`src/rtl/quad_decoder.sv`:
```
// Quadrature A/B front end: synchronise, glitch-filter, Gray-decode, and
// accumulate edges into one-cycle up/down command pulses plus a sticky error.
module quad_decoder #(
  parameter int unsigned SYNC_STAGES    = 2,
  parameter int unsigned FILTER_LEN     = 3,
  parameter int unsigned EDGES_PER_STEP = 4
) (
  input  logic clk,
  input  logic rst,
  input  logic enable,
  input  logic enc_a,
  input  logic enc_b,
  input  logic erro_clr,
  output logic acrescer,
  output logic decrecer,
  output logic direcao,
  output logic erro
);

  localparam int unsigned CW = (FILTER_LEN > 1) ? $clog2(FILTER_LEN) : 1;
  localparam int unsigned AW = $clog2(EDGES_PER_STEP) + 2;
  localparam logic [CW-1:0]        CNT_MAX = CW'(FILTER_LEN - 1);
  localparam logic signed [AW-1:0] ACC_TOP = AW'(EDGES_PER_STEP - 1);
  localparam logic signed [AW-1:0] ACC_BOT = -ACC_TOP;

  logic [SYNC_STAGES-1:0] sync_a, sync_b;
  logic [1:0]             s;      // {a, b} after synchronisers
  logic [1:0]             f;      // {a, b} after glitch filter
  logic [CW-1:0]          cnt [2];
  logic [1:0]             prev;
  logic signed [AW-1:0]   acc, acc_nxt;
  logic                   fwd, rev, ill;
  logic                   acr_nxt, dec_nxt, dir_nxt, erro_nxt;

  always_ff @(posedge clk or posedge rst) begin
    if (rst) begin
      sync_a <= '0;
      sync_b <= '0;
    end else begin
      sync_a <= {sync_a[SYNC_STAGES-2:0], enc_a};
      sync_b <= {sync_b[SYNC_STAGES-2:0], enc_b};
    end
  end

  assign s = {sync_a[SYNC_STAGES-1], sync_b[SYNC_STAGES-1]};

  // A level is adopted only after it has differed from f for FILTER_LEN cycles.
  always_ff @(posedge clk or posedge rst) begin
    if (rst) begin
      f      <= '0;
      cnt[0] <= '0;
      cnt[1] <= '0;
    end else begin
      for (int unsigned i = 0; i < 2; i++) begin
        if (s[i] != f[i]) begin
          if (cnt[i] == CNT_MAX) begin
            f[i]   <= s[i];
            cnt[i] <= '0;
          end else begin
            cnt[i] <= cnt[i] + CW'(1);
          end
        end else begin
          cnt[i] <= '0;
        end
      end
    end
  end

  always_comb begin
    fwd = 1'b0;
    rev = 1'b0;
    ill = 1'b0;
    case ({prev, f})
      4'b0001, 4'b0111, 4'b1110, 4'b1000: fwd = 1'b1;
      4'b0010, 4'b1011, 4'b1101, 4'b0100: rev = 1'b1;
      4'b0011, 4'b1100, 4'b0110, 4'b1001: ill = 1'b1;
      default: ;
    endcase
  end

  always_comb begin
    acc_nxt  = acc;
    acr_nxt  = 1'b0;
    dec_nxt  = 1'b0;
    dir_nxt  = direcao;
    erro_nxt = erro & ~erro_clr;
    if (ill) erro_nxt = 1'b1;
    if (!enable) begin
      acc_nxt = '0;
    end else if (fwd) begin
      dir_nxt = 1'b1;
      if (acc == ACC_TOP) begin
        acr_nxt = 1'b1;
        acc_nxt = '0;
      end else begin
        acc_nxt = acc + AW'(1);
      end
    end else if (rev) begin
      dir_nxt = 1'b0;
      if (acc == ACC_BOT) begin
        dec_nxt = 1'b1;
        acc_nxt = '0;
      end else begin
        acc_nxt = acc - AW'(1);
      end
    end
  end

  always_ff @(posedge clk or posedge rst) begin
    if (rst) begin
      prev     <= '0;
      acc      <= '0;
      acrescer <= 1'b0;
      decrecer <= 1'b0;
      direcao  <= 1'b0;
      erro     <= 1'b0;
    end else begin
      prev     <= f;
      acc      <= acc_nxt;
      acrescer <= acr_nxt;
      decrecer <= dec_nxt;
      direcao  <= dir_nxt;
      erro     <= erro_nxt;
    end
  end

endmodule
```
`config.mk`:
```
export PLATFORM = sky130hd
export DESIGN_NAME = quad_decoder
export DESIGN_NICKNAME = d
export VERILOG_FILES = /design/src/rtl/quad_decoder.sv
export SDC_FILE = /design/constraint.sdc
export NUM_CORES = 1
export LEC_CHECK = 0
export CAP_MARGIN = 5
export CORE_MARGIN = 10
export CORE_UTILIZATION = 48
export DETAILED_ROUTE_END_ITERATION = 10
export PLACE_DENSITY_LB_ADDON = 0.12
export SLEW_MARGIN = 10
export SYNTH_ARGS = -nofsm -noshare
export SYNTH_HDL_FRONTEND = slang
export SYNTH_SLANG_ARGS = --single-unit
```
`constraint.sdc`:
```
create_clock -name clk -period 1.5 [get_ports clk]
set_clock_uncertainty 0.15 [all_clocks]
set_input_delay 0.375 -clock clk [delete_from_list [all_inputs] [get_ports clk]]
set_output_delay 0.375 -clock clk [all_outputs]
set_load 0.05 [all_outputs]
```
# Yosys cells after proc, flatten, opt, wreduce, memory -nomap -nowiden
# Cells that the tools add are included.
dict set report op_classes {
  bitwise_logic 2
  n_eq_ne 19
  n_addsub 4
  n_reduce_logical 7
  muxes 22
}
# cell count
set op_table {}
lappend op_table {{equality test 4 bit (second input constant)} 6}
lappend op_table {{equality test 4 x 3 -> 1 bit (second input constant)} 5}
lappend op_table {{2-to-1 mux 4 bit} 5}
lappend op_table {{2-to-1 mux 1 bit} 13}
lappend op_table {{OR reduction 4 bit} 3}
lappend op_table {{equality test 4 x 2 -> 1 bit (second input constant)} 2}
lappend op_table {{2-to-1 mux 2 bit} 4}
lappend op_table {{AND reduction 2 bit} 3}
lappend op_table {{adder 2 x 1 -> 2 bit (second input constant)} 2}
lappend op_table {{adder 4 x 2 -> 4 bit (second input constant)} 1}
lappend op_table {{equality test 2 bit (second input constant)} 2}
lappend op_table {{equality test 4 x 1 -> 1 bit (second input constant)} 1}
lappend op_table {{subtractor 4 x 2 -> 4 bit (second input constant)} 1}
lappend op_table {{inequality test 3 x 1 -> 1 bit (second input constant)} 1}
lappend op_table {{inequality test 1 bit} 2}
lappend op_table {{nonzero test 2 bit} 1}
lappend op_table {{AND 1 bit} 1}
lappend op_table {{inverter 1 bit} 1}
dict set report totals {
  out_inout_bits 4
  in_bits 6
  wordCells 66
  regBits 20
}

# Depth between registers and ports, before layout
dict set report depth {
  depth_word 6
  ltp_mapped 6
  mapped_depth_nobuf 6
}

# Worst setup path before layout
# No wires, ideal clock.
dict set report synth_timing {
  path_type {reg2reg}
  startpoint {register f[0]}
  endpoint {register acc[1]}
  n_path_buf 1
  path_stages_with_launch 6
  required_time_ns 1.268
  setup_time_ns 0.082
  synth_period_minus_slack_ns 1.493
  arrival_time_ns 1.261
  path_slack_ns 0.007
  path_cell_list {dfrtp_1 -> buf_6 -> xnor2_1 -> nor2_2 -> a211o_1 -> a31oi_1}
}
dict set report synth_via {
  elab_chain_cells 5
  word_cells_on_any_way 15
  classes_between {9 x eq/ne; 4 x mux; 2 x reduce/logical}
}
# element line
set synth_rtl {}
lappend synth_rtl {{start: declaration} 28} ;# logic [1:0] f;
lappend synth_rtl {{start signal: indexed assignment} 57} ;# f[i] <= s[i];
lappend synth_rtl {{equality test 4 x 1 -> 1 bit (tied with other cells)} 73} ;# case ({prev, f})
lappend synth_rtl {{OR reduction 4 bit} 73}
lappend synth_rtl {{2-to-1 mux 1 bit} 73}
lappend synth_rtl {{2-to-1 mux 4 bit} 90} ;# end else if (fwd) begin
lappend synth_rtl {{2-to-1 mux 4 bit} 88} ;# if (!enable) begin
lappend synth_rtl {{end signal: assignment} 119} ;# acc <= acc_nxt;
lappend synth_rtl {{end: declaration} 31} ;# logic signed [AW-1:0] acc, acc_nxt;
# Several ways; a longest one is shown, not always the timed one.
# A chain may end at the register's enable or synchronous reset.

# Worst setup path after layout
dict set report layout_timing {
  startpoint {register f[1]}
  endpoint {register acc[2]}
}
# The elaborated chain is that of the path after synthesis.

==> flow_metrics.env <==
export IMPL_outcome="complete, no violations"
export IMPL_syn_inst=84
export IMPL_cts_setup_buffers=0
export IMPL_hold_viol=0
export IMPL_grt_usage_pct=8.56
export IMPL_drv_cap=0
export IMPL_drc_errors=0
export IMPL_hp_class="register to register"
export IMPL_p_leak_nw=0.562
export IMPL_crit_chain="xnor2_2, xnor2_2, nand2b_1, o221a_1"
export IMPL_die_area_um2=4090
export IMPL_setup_violations=0
export IMPL_clkLatencyLatePin_ps=300
export IMPL_n_antenna_cell=0
export IMPL_crit_fanout=4
export IMPL_final_nets=116
export IMPL_numPortBuffers=9
export IMPL_cts_buffers=3
export IMPL_ys_top_cells_by_area="dfrtp_1, xnor2_1, ha_1, a21oi_1, buf_6"
export IMPL_synth_nets=93
export IMPL_cp_slowest_stage_delay_ps=490
export IMPL_min_path_cells=0
export IMPL_critPathLaunchType="register"
export IMPL_cp_required_ps=1550
export IMPL_cp_num_cells=4
export IMPL_cp_end_kind="register"
export IMPL_die_w_um=64.0
export IMPL_cp_data_arrival_time_ps=1550
export IMPL_viasPerCell=4.93
export IMPL_initial_utilization_pct=52.1
export IMPL_worstPathBufferInverterCount=0
export IMPL_synth_edff_count=0
export IMPL_relSlewSlack_pct=82.9
export IMPL_antenna_found_initial=0
export IMPL_grt_max_degree=21
export IMPL_yosysWarnings=0
export IMPL_finalNonFillerCells=131
export IMPL_final_layout_size_suffix_gt1_share_pct=34.0
export IMPL_avgSynthCellArea_um2=11.1
export IMPL_syn_area_um2=928
export IMPL_cp_top_family="flip-flops"
export IMPL_drt_wl_total_mm=1.69
export IMPL_maxSlewViolCount=0
export IMPL_worst_pin_slew_ps=256
export IMPL_chipHeight_um=64.0
export IMPL_period_minus_slack_ps=1500
export IMPL_synth_main_ff_cell="dfrtp_1"
export IMPL_post_route_util_pct=70.5
export IMPL_rsz0062_at_grt="true"
export IMPL_synth_top_cell_by_area="dfrtp_1"
export IMPL_cts_buffer_depth=2
export IMPL_worst_path_max_delay_cell="dfrtp_2"
export IMPL_yosysSeqAreaShare_pct=53.9
export IMPL_hold_ws_ps=208
export IMPL_place_gp_congestion=0.842
export IMPL_synth_top_area_share_pct=53.9
export IMPL_ios=10
export IMPL_detail_route_wl_per_cell_um=12.9
export IMPL_cts_hold_buffers=0
export IMPL_ctsHtreeMaxLevel=1
export IMPL_dp_cells=127
export IMPL_ir_worst_vdd_uv=1390
export IMPL_grt_overflow_total=0
export IMPL_synthDistinctLibCells=29
export IMPL_max_freq_mhz=668
export IMPL_coreArea_um2=1780
export IMPL_cts_tree="done"
export IMPL_grt_pass1_vias=655
export IMPL_r2r_cells=4
export IMPL_crit_type="register to register"
export IMPL_drt_iter0_drc=6
export IMPL_numClockSinks=20
export IMPL_ant_nets=0
export IMPL_place_detailed_hpwl_mm=1.22
export IMPL_first_pass_iters=4
export IMPL_crit_top_cell="xnor2_2"
export IMPL_grt_pass1_wl_mm=2.84
export IMPL_power_density_nw_per_um2=2320
export IMPL_cts_root_buf="clkbuf_4"
export IMPL_async_flop_share_pct=100
export IMPL_ys_ff_latch=20
export IMPL_num_vias=646
export IMPL_area_growth_pct=35.3
export IMPL_clk_pin_slew_ps=120
export IMPL_rows=15
export IMPL_period_share_pct=99.9
export IMPL_fillers=124
## cells by family after synthesis
group / Yosys count / share of synthesized area (%)
adder cells (fa/ha/maj): 3 / 4.04
AND/OR/NAND/NOR: 23 / 13.1
multiplexers: 2 / 2.43
buffers and inverters: 9 / 5.26
AO/OA/AOI/OAI: 17 / 11.9
XOR/XNOR: 10 / 9.43
flip-flops: 20 / 53.9
## what timing repair did
action / 4_1_cts / 5_1_grt
pin swaps: 1 / 5
gates resized for setup: 1 / 14
setup endpoints to repair: 4 / 5
## final cells by class
type	instances	area, µm²	area share [%]
tap	25	31.3	2.49
inverter	6	22.5	1.79
clock buffer	4	36.3	2.89
timing repair buffer	21	220	17.5
sequential	20	507	40.3
multi-input combinational	55	439	35.0
## power breakdown
group / switching (W) / internal (W)
logic: 0.000724 / 0.000911
registers: 0.000246 / 0.000721
clock network: 0.000165 / 0.000148
## layer usage
metal,GRT usage (%),wire (µm),part of all wire (%)
met4,4.10,25,1.5
met3,2.96,57,3.4
met2,13.2,783,46
met5,0,0,0
met1,10.4,820,49
## sequential cells by signal, indices dropped and copies added (netlist names)
name,count
acc,4
acrescer,1
cnt,4
decrecer,1
direcao,1
erro,1
f,2
prev,2
sync_a,2
sync_b,2
## synth_stat cells, types with 3 or more instances
cell,count
a21oi_1,6
dfrtp_1,20
ha_1,3
inv_1,6
nand2_1,5
nor2_1,3
nor3_1,3
nor3b_1,3
o21ai_0,3
xnor2_1,8
## placed cells by master, fill, tap and decap left out, types with 3 or more instances in the layout
cell type         n
xnor2_2           5
nor3_1            3
buf_4            12
clkbuf_4          3
nand2_1           5
o21ai_0           3
dfrtp_1          15
inv_1             5
xnor2_1           3
buf_12            4
a21oi_1           6
ha_1              3
clkdlybuf4s50_1   5
dfrtp_2           5
## metrics by stage
| step | instance area (µm²) | total power [W] | setup WS [ps] | TNS [ps] |
|---|---|---|---|---|
| final | 1260 | 0.00292 | 2.23 | 0 |
| after global routing | 1260 | 0.00314 | -119 | -337 |
| after CTS | 1190 | 0.00273 | -70.9 | -170 |
| after detailed placement | 1150 | 0.00239 | -56.5 | -151 |
| after global placement | 1150 | 0.00237 | -50.0 | -87.8 |
| after floorplan | 928 | 0.00182 | 6.83 | 0 |
## worst paths after layout
| kind | startpoint | end | slack (ps) |
|---|---|---|---|
| min in group asynchronous | rst | sync_a[1]$_DFF_PP0_ | 230 |
| max | f[1]$_DFFE_PP0P_ | acc[2]$_DFFE_PP0P_ | 2 |
| max in group asynchronous | rst | prev[0]$_DFF_PP0_ | 740 |
| min | sync_b[0]$_DFF_PP0_ | sync_b[1]$_DFF_PP0_ | 210 |
| min reg2reg | sync_b[0]$_DFF_PP0_ | sync_b[1]$_DFF_PP0_ | 210 |
| max reg2reg | f[1]$_DFFE_PP0P_ | acc[2]$_DFFE_PP0P_ | 2 |
(Power assumes the default switching activity.)
